<file path="src/rtl/nes_multipad_poller.sv">
// Polls NUM_PADS NES/SNES pads over a shared latch/clock pair; snapshot plus press/release events.
// Latency: valid 2*NUM_BITS*CLK_DIV cycles after LATCH entry; no backpressure, outputs are one-cycle strobes.
module nes_multipad_poller #(
    parameter int CLK_DIV     = 4,
    parameter int NUM_BITS    = 8,
    parameter int NUM_PADS    = 2,
    parameter int POLL_CYCLES = 200
) (
    input  logic                         clk,
    input  logic                         reset,
    input  logic                         enable,
    input  logic                         poll_req,
    input  logic [NUM_PADS-1:0]          nes_data,
    output logic                         nes_latch,
    output logic                         nes_clk,
    output logic [NUM_PADS*NUM_BITS-1:0] buttons,
    output logic [NUM_PADS*NUM_BITS-1:0] pressed,
    output logic [NUM_PADS*NUM_BITS-1:0] released,
    output logic                         valid,
    output logic                         busy
);

    localparam int W     = NUM_PADS * NUM_BITS;
    localparam int DIV_W = $clog2(2 * CLK_DIV + 1);
    localparam int BIT_W = $clog2(NUM_BITS + 1);
    localparam int CNT_W = $clog2(POLL_CYCLES + 1);

    localparam logic [DIV_W-1:0] LATCH_LAST = DIV_W'(2 * CLK_DIV - 1);
    localparam logic [DIV_W-1:0] HALF_LAST  = DIV_W'(CLK_DIV - 1);
    localparam logic [BIT_W-1:0] BIT_LAST   = BIT_W'(NUM_BITS - 1);
    localparam logic [CNT_W-1:0] CNT_LAST   = CNT_W'(POLL_CYCLES - 1);

    typedef enum logic [2:0] {
        IDLE,
        LATCH,
        SHIFT_LO,
        SHIFT_HI,
        DONE
    } state_t;

    state_t           state_q, state_d;
    logic [DIV_W-1:0] div_q, div_d;
    logic [BIT_W-1:0] bit_q, bit_d;
    logic [CNT_W-1:0] cnt_q, cnt_d;
    logic             pending_q, pending_d;
    logic [W-1:0]     samp_q, samp_d;
    logic [W-1:0]     buttons_q, buttons_d;
    logic [W-1:0]     pressed_q, pressed_d;
    logic [W-1:0]     released_q, released_d;
    logic             valid_q, valid_d;
    logic             wrap;
    logic             trigger;

    always_comb begin
        state_d    = state_q;
        div_d      = div_q;
        bit_d      = bit_q;
        cnt_d      = cnt_q;
        pending_d  = pending_q;
        samp_d     = samp_q;
        buttons_d  = buttons_q;
        pressed_d  = '0;
        released_d = '0;
        valid_d    = 1'b0;

        wrap    = enable && (cnt_q == CNT_LAST);
        trigger = enable && (wrap || poll_req);

        if (!enable || wrap) begin
            cnt_d = '0;
        end else begin
            cnt_d = cnt_q + CNT_W'(1);
        end

        // Requests arriving mid-poll collapse into a single deferred poll.
        if (!enable) begin
            pending_d = 1'b0;
        end else if (poll_req && (state_q != IDLE)) begin
            pending_d = 1'b1;
        end

        case (state_q)
            IDLE: begin
                if (trigger || (pending_q && enable)) begin
                    state_d   = LATCH;
                    div_d     = '0;
                    pending_d = 1'b0;
                end
            end
            LATCH: begin
                if (div_q == LATCH_LAST) begin
                    for (int p = 0; p < NUM_PADS; p++) begin
                        samp_d[p*NUM_BITS] = ~nes_data[p];
                    end
                    bit_d   = BIT_W'(1);
                    div_d   = '0;
                    state_d = SHIFT_LO;
                end else begin
                    div_d = div_q + DIV_W'(1);
                end
            end
            SHIFT_LO: begin
                if (div_q == HALF_LAST) begin
                    div_d   = '0;
                    state_d = SHIFT_HI;
                end else begin
                    div_d = div_q + DIV_W'(1);
                end
            end
            SHIFT_HI: begin
                if (div_q == HALF_LAST) begin
                    for (int p = 0; p < NUM_PADS; p++) begin
                        samp_d[p*NUM_BITS + int'(bit_q)] = ~nes_data[p];
                    end
                    div_d = '0;
                    if (bit_q == BIT_LAST) begin
                        // Final bit folds straight into the snapshot so it is visible in DONE.
                        state_d    = DONE;
                        buttons_d  = samp_d;
                        pressed_d  = samp_d & ~buttons_q;
                        released_d = ~samp_d & buttons_q;
                        valid_d    = 1'b1;
                    end else begin
                        bit_d   = bit_q + BIT_W'(1);
                        state_d = SHIFT_LO;
                    end
                end else begin
                    div_d = div_q + DIV_W'(1);
                end
            end
            DONE: begin
                if (pending_q && enable) begin
                    state_d   = LATCH;
                    div_d     = '0;
                    pending_d = 1'b0;
                end else begin
                    state_d = IDLE;
                end
            end
            default: state_d = IDLE;
        endcase
    end

    always_ff @(posedge clk) begin
        if (reset) begin
            state_q    <= IDLE;
            div_q      <= '0;
            bit_q      <= '0;
            cnt_q      <= '0;
            pending_q  <= 1'b0;
            samp_q     <= '0;
            buttons_q  <= '0;
            pressed_q  <= '0;
            released_q <= '0;
            valid_q    <= 1'b0;
        end else begin
            state_q    <= state_d;
            div_q      <= div_d;
            bit_q      <= bit_d;
            cnt_q      <= cnt_d;
            pending_q  <= pending_d;
            samp_q     <= samp_d;
            buttons_q  <= buttons_d;
            pressed_q  <= pressed_d;
            released_q <= released_d;
            valid_q    <= valid_d;
        end
    end

    assign nes_latch = (state_q == LATCH);
    assign nes_clk   = (state_q != SHIFT_LO);
    assign busy      = (state_q != IDLE);
    assign buttons   = buttons_q;
    assign pressed   = pressed_q;
    assign released  = released_q;
    assign valid     = valid_q;

endmodule

</file>
<file path="config.mk">
export PLATFORM = sky130hd
export DESIGN_NAME = nes_multipad_poller
export DESIGN_NICKNAME = d
export VERILOG_FILES = /design/src/rtl/nes_multipad_poller.sv
export SDC_FILE = /design/constraint.sdc
export NUM_CORES = 1
export LEC_CHECK = 0
export ABC_AREA = 1
export BUFFER_PORTS_ARGS = -buffer_cell sky130_fd_sc_hd__buf_2
export CORE_MARGIN = 1
export CORE_UTILIZATION = 60
export CTS_CLUSTER_SIZE = 12
export DETAILED_ROUTE_END_ITERATION = 16
export GPL_TIMING_DRIVEN = 0
export PLACE_DENSITY = 0.93
export SLEW_MARGIN = 5
export SYNTH_ARGS = -nofsm -noshare
export SYNTH_HDL_FRONTEND = slang
export SYNTH_SLANG_ARGS = --single-unit
</file>
<file path="constraint.sdc">
create_clock -name clk -period 2.5 [get_ports clk]
set_input_delay 0.125 -clock clk [delete_from_list [all_inputs] [get_ports clk]]
set_output_delay 0.125 -clock clk [all_outputs]
set_load 0.005 [all_outputs]
</file>
Word-level counts from Yosys, hierarchy flattened
Cells that the tools add are included.
W data, S select, Z words.
{"block": "op_classes", "n_bitwise": 9, "reduce_logical": 24, "eq_ne": 15, "n_mux": 33, "magnitude_cmp": 4, "addsub": 4}
{"operator": "$and A16 B16 Y16", "n": 2}
{"operator": "$bwmux W16", "n": 2}
{"operator": "$not A16 Y16", "n": 2}
{"operator": "$mux W4", "n": 7}
{"operator": "$pmux W4 S4", "n": 1}
{"operator": "$mux W3", "n": 5}
{"operator": "$pmux W3 S5", "n": 1}
{"operator": "$mux W1", "n": 10}
{"operator": "$ne A2 B2 Y1 const B", "n": 5}
{"operator": "$mux W9", "n": 1}
{"operator": "$reduce_and A3 Y1", "n": 3}
{"operator": "$add A4 B1 Y4 const B", "n": 2}
{"operator": "$add A8 B1 Y8 const B", "n": 1}
{"operator": "$demux W1 S4", "n": 2}
{"operator": "$eq A4 B3 Y1 const B", "n": 2}
{"operator": "$eq A8 B8 Y1 const B", "n": 1}
{"operator": "$pmux W4 S2", "n": 1}
{"operator": "$reduce_and A4 Y1", "n": 2}
{"operator": "$eq A3 B2 Y1 const B", "n": 2}
{"operator": "$logic_and A1 B1 Y1", "n": 6}
{"operator": "$pmux W1 S2", "n": 3}
{"operator": "$add A4 B4 Y5 const A", "n": 1}
{"operator": "$ge A5 B1 Y1 const B", "n": 1}
{"operator": "$lt A4 B5 Y1 const B", "n": 1}
{"operator": "other kinds (18)", "n": 25}
{"block": "totals", "reg_bits": 85, "elab_cells": 100}

Logic depth before layout (Yosys ltp)
{"block": "logic_depth", "ltp_word": 8, "mapped_depth": 11}

Least setup slack after synthesis
Ideal clock, no wire load.
{"block": "synth_timing", "kind": "register to register", "start": "register bit_q[1]", "end": "register buttons_q[15] (netlist: buttons[15])", "stages_incl_launch_ff": 8, "arrival_ps": 1365, "period_less_slack_ps": 1488, "path_slack_ps": 1012, "required_ps": 2377, "setup_ps": 123, "n_path_buf": 1, "cell_sequence": "dfxtp_1 > ha_1 > nand3_4 > nor2_4 > nand2_4 > nand2_1 > clkbuf_2 > o22ai_2"}
{"block": "synth_via", "elab_chain_len": 6}
{"element": "start, declared", "line": "43", "rtl": "logic [BIT_W-1:0] bit_q, bit_d;"}
{"element": "start signal, assigned", "line": "159", "rtl": "bit_q <= bit_d;"}
{"element": "$add A4 B4 Y5, or another cell as far along", "line": "113", "rtl": "samp_d[p*NUM_BITS + int'(bit_q)] = ~nes_data[p];"}
{"element": "$ge A5 B1 Y1 (not written as such), or another cell as far along", "line": "113"}
{"element": "$logic_and A1 B1 Y1 (not written as such) / $mux W1 (equally long branches)", "line": "113"}
{"element": "$mux W1 (not written as such) / $demux W1 S4 (equally long branches)", "line": "113"}
{"element": "$demux W1 S4 / $bwmux W16 (equally long branches)", "line": "113"}
{"element": "$bwmux W16", "line": "113"}
{"element": "end signal, assigned", "line": "163", "rtl": "buttons_q <= buttons_d;"}
{"element": "end, declared", "line": "47", "rtl": "logic [W-1:0] buttons_q, buttons_d;"}
Parallel ways exist; a longest one is shown, timed or not.
A chain may end at the register's enable or synchronous reset.

Final worst setup path
{"block": "layout_timing", "start": "register bit_q[1]", "end": "register buttons_q[12] (netlist: buttons[12])"}
Same word-level chain as after synthesis.

==> flow_metrics.env <==
export IMPL_outcome="finished clean"
export IMPL_cts_sinks=85
export IMPL_synth_edf_count=0
export IMPL_async_flop_share=0
export IMPL_ys_seq_area_frac=0.4912
export IMPL_power_switching_w=0.0008818
export IMPL_cts_hold_buf=0
export IMPL_crit_path_max_fanout=10
export IMPL_max_cap_viol_count=0
export IMPL_cts_path_max_buffers=2
export IMPL_synth_common_cells="85 x sky130_fd_sc_hd__dfxtp_1, 77 x sky130_fd_sc_hd__nand2_1, 64 x sky130_fd_sc_hd__inv_1, 55 x sky130_fd_sc_hd__o21ai_0, 44 x sky130_fd_sc_hd__nor2_1"
export IMPL_num_rows=27
export IMPL_reg2reg_setup_slack_ps=490
export IMPL_synth_cells=441
export IMPL_finalSetupViolations=0
export IMPL_grt_start_max_net_pins=16
export IMPL_fmax_ghz=0.4973
export IMPL_rsz0062_at_grt="no"
export IMPL_resize_count_post_cts=0
export IMPL_arrival_ps=2220
export IMPL_clkPwrFrac=0.362
export IMPL_postSynthAreaPerCell_um2=7.856
export IMPL_crit_required_ps=2710
export IMPL_number_of_antenna_violations_at_the_first_check_in_global_routing=0
export IMPL_fin_crit_ps=2011
export IMPL_area_delta_synth_final_pct=17.19
export IMPL_first_pass_grt_wire_length_mm=13.46
export IMPL_synthTopCellsByArea="sky130_fd_sc_hd__dfxtp_1 49%, sky130_fd_sc_hd__nand2_1 8.3%, sky130_fd_sc_hd__o21ai_0 7.9%"
export IMPL_gr_total_overflow=0
export IMPL_use_met1=0.3373
export IMPL_synthesis_nets=453
export IMPL_fp_coreArea_um2=5540
export IMPL_synth_top_flop_cell="sky130_fd_sc_hd__dfxtp_1"
export IMPL_ant_nets=0
export IMPL_most_crowded_layer_after_global_routing="met2"
export IMPL_combinationalPowerShare=0.161
export IMPL_detailroute_via_count=3229
export IMPL_end_kind="flop"
export IMPL_final_min_period_over_clock_period=0.8043
export IMPL_seq_power_share=0.476
export IMPL_tightest_slew_margin_relative_to_the_limit=0.6493
export IMPL_cts_tree="built"
export IMPL_io_pins=58
export IMPL_worst_setup_path_type="reg -> reg"
export IMPL_htreeDepth=3
export IMPL_setup_tns_final_ps=0
export IMPL_die_width_um=77.99
export IMPL_power_per_cell_area_nw_per_um2=747.8
export IMPL_place_worst_setup_slack_ps=634.7
export IMPL_seq_cells_post_synth=85
export IMPL_internal_power_w=0.002154
export IMPL_min_path_cells=3
export IMPL_worst_slew_pin_transition_ps=520.5
export IMPL_r2r_cells=7
export IMPL_numCtsBuffers=9
export IMPL_synth_top_area_share=0.4912
export IMPL_initial_utilization=0.6253
export IMPL_switching_share=0.2904
export IMPL_fin_worst_hold_slack_ps=60.00
export IMPL_drc=0
export IMPL_place_detailed_hpwl_mm=5.646
export IMPL_vias_per_cell=5.529
export IMPL_routedWlPerCell_um=13.85
export IMPL_hp_class="in -> reg"
export IMPL_gpl_final_weighted_congestion=0.8889
export IMPL_clock_tree_root_cell="sky130_fd_sc_hd__clkbuf_8"
export IMPL_rr_endpoint="buttons[12]"
export IMPL_grt_use_met3=0.04588
export IMPL_nets_finish=519
export IMPL_clkTransAtPathRegs_ps=80
export IMPL_worst_hold_path_endpoint="pending_q"
export IMPL_post_synth_top_area_cell="sky130_fd_sc_hd__dfxtp_1"
export IMPL_ir_worst_vdd_v=0.0005153
export IMPL_worstReg2RegStart="bit_q[1]"
export IMPL_final_setup_worst_slack_ps=489.3
export IMPL_cellLeakagePower_nw=1.892
export IMPL_clock_latency_ps=360
export IMPL_cts_setup_buffers=0
export IMPL_synth_area_um2=3465
export IMPL_hold_path_startpoint="enable"
export IMPL_yosysWarnings=0
export IMPL_drive_above_1_share=0.1973
export IMPL_grt_usage=0.2824
export IMPL_met2_usage=0.4788
export IMPL_synthDistinctLibCells=34
export IMPL_setup_worst_path_start_class="flop"
export IMPL_fp_dieH_um=77.99
export IMPL_detailedRoute_firstIterationViolations=299
export IMPL_fin_worst_skew_ps=10.41
export IMPL_wirelength_mm=8.088
export IMPL_placement_io_buffers=55
export IMPL_crit_slowest_cell="sky130_fd_sc_hd__dfxtp_1"
export IMPL_yosys_cell_count_top_type="sky130_fd_sc_hd__dfxtp_1"
export IMPL_finalMaxSlewViolations=0
export IMPL_grt_pass1_vias=3040
export IMPL_cells_along_the_critical_path="ha_1, nand3_4, nor2_4, nand2_4, nand2_1, clkbuf_2, o21ai_0"
export IMPL_finalHoldViolations=0
export IMPL_critPathMaxStageDelay_ps=400
export IMPL_insertedDiodeCount=0
export IMPL_drt_pre_antenna_iters=5
export IMPL_final_core_util=0.7328
export IMPL_die_area_um2=6082
## logic make-up (layout without fill, tap and decap cells)
logic type	count (synthesis)	after routing	share of synthesized area
compound gates	93	93	0.1437
xor+xnor	4	4	0.01011
fa+ha+maj	6	6	0.02167
buf+inv	79	150	0.09462
flops	85	85	0.4912
simple gates	174	174	0.2387
## layout make-up
class,instances,area [um^2]
buffer,12,73.82
clock buffer,10,137.6
clock inverter,6,92.59
fill,379,1480
inverter,67,254.0
multi-input combinational,277,1435
sequential,85,1702
tap,72,90.09
timing repair buffer,55,275.3
## metal layers
metal / routed length, um / vias to the layer above
li1: - / 1551
met1: 3312 / 1512
met2: 4087 / 142
met3: 438 / 24
met4: 249 / 0
met5: 0 / -
## flip-flops by register name, summed over array words and instances (netlist names), 3 cells and up
name,flops
bit_q,4
samp_q,16
div_q,4
buttons,16
pressed,16
cnt_q,8
state_q,3
released,16
## critical path, delay by kind of cell, from the launching register on
family                     cells  cell delay, ps
DFF                            1             400
buffers and inverters          1             290
and+or+nand+nor                4             650
AOI/OAI and AO/OA              1             170
adders and majority gates      1             350
## placed cells by master (no fill, tap or decap), types with 2 or more instances in the layout
master / n
sky130_fd_sc_hd__inv_6: 2
sky130_fd_sc_hd__dfxtp_1: 85
sky130_fd_sc_hd__a21oi_1: 27
sky130_fd_sc_hd__inv_2: 2
sky130_fd_sc_hd__xor2_1: 3
sky130_fd_sc_hd__nor3_2: 9
sky130_fd_sc_hd__clkbuf_1: 4
sky130_fd_sc_hd__nor2_1: 44
sky130_fd_sc_hd__nand3_1: 19
sky130_fd_sc_hd__clkinvlp_4: 2
sky130_fd_sc_hd__buf_2: 59
sky130_fd_sc_hd__buf_6: 3
sky130_fd_sc_hd__bufinv_16: 2
sky130_fd_sc_hd__nand2_1: 77
sky130_fd_sc_hd__o211ai_1: 5
sky130_fd_sc_hd__inv_1: 64
sky130_fd_sc_hd__nand4_1: 5
sky130_fd_sc_hd__nor3_1: 9
sky130_fd_sc_hd__ha_1: 6
sky130_fd_sc_hd__o21ai_0: 55
sky130_fd_sc_hd__nor2_4: 2
sky130_fd_sc_hd__clkbuf_8: 10
sky130_fd_sc_hd__o21a_1: 2
sky130_fd_sc_hd__nand2_2: 2
## power by group through the flow
stage | clock network (W) | logic (W) | registers [W]
floorplan | 0 | 0.000358 | 0.00147
global placement | 0 | 0.000452 | 0.00147
detailed placement | 0 | 0.000468 | 0.00148
CTS | 0.00110 | 0.000478 | 0.00145
global route | 0.00117 | 0.000552 | 0.00146
finish | 0.00110 | 0.000490 | 0.00145
## stage by stage
stage,area [um^2],power [W],instances
3_3_place_gp,3830,0.001926,568
5_1_grt,4060,0.003180,584
6_report,4060,0.003036,584
3_5_place_dp,3830,0.001946,568
2_1_floorplan,3465,0.001825,441
4_1_cts,4060,0.003026,584
## worst max-delay path by stage
stage | from | end | slack (ps) | cells after the start
after floorplan | bit_q[1] | buttons[15] | 1010 | 7
after global placement | bit_q[0] | buttons[5] | 750 | 7
after detailed placement | bit_q[0] | buttons[12] | 630 | 7
after CTS | bit_q[1] | buttons[12] | 570 | 7
after global routing | bit_q[0] | buttons[12] | 400 | 7
final | bit_q[1] | buttons[12] | 490 | 7
(Power assumes the default switching activity.)
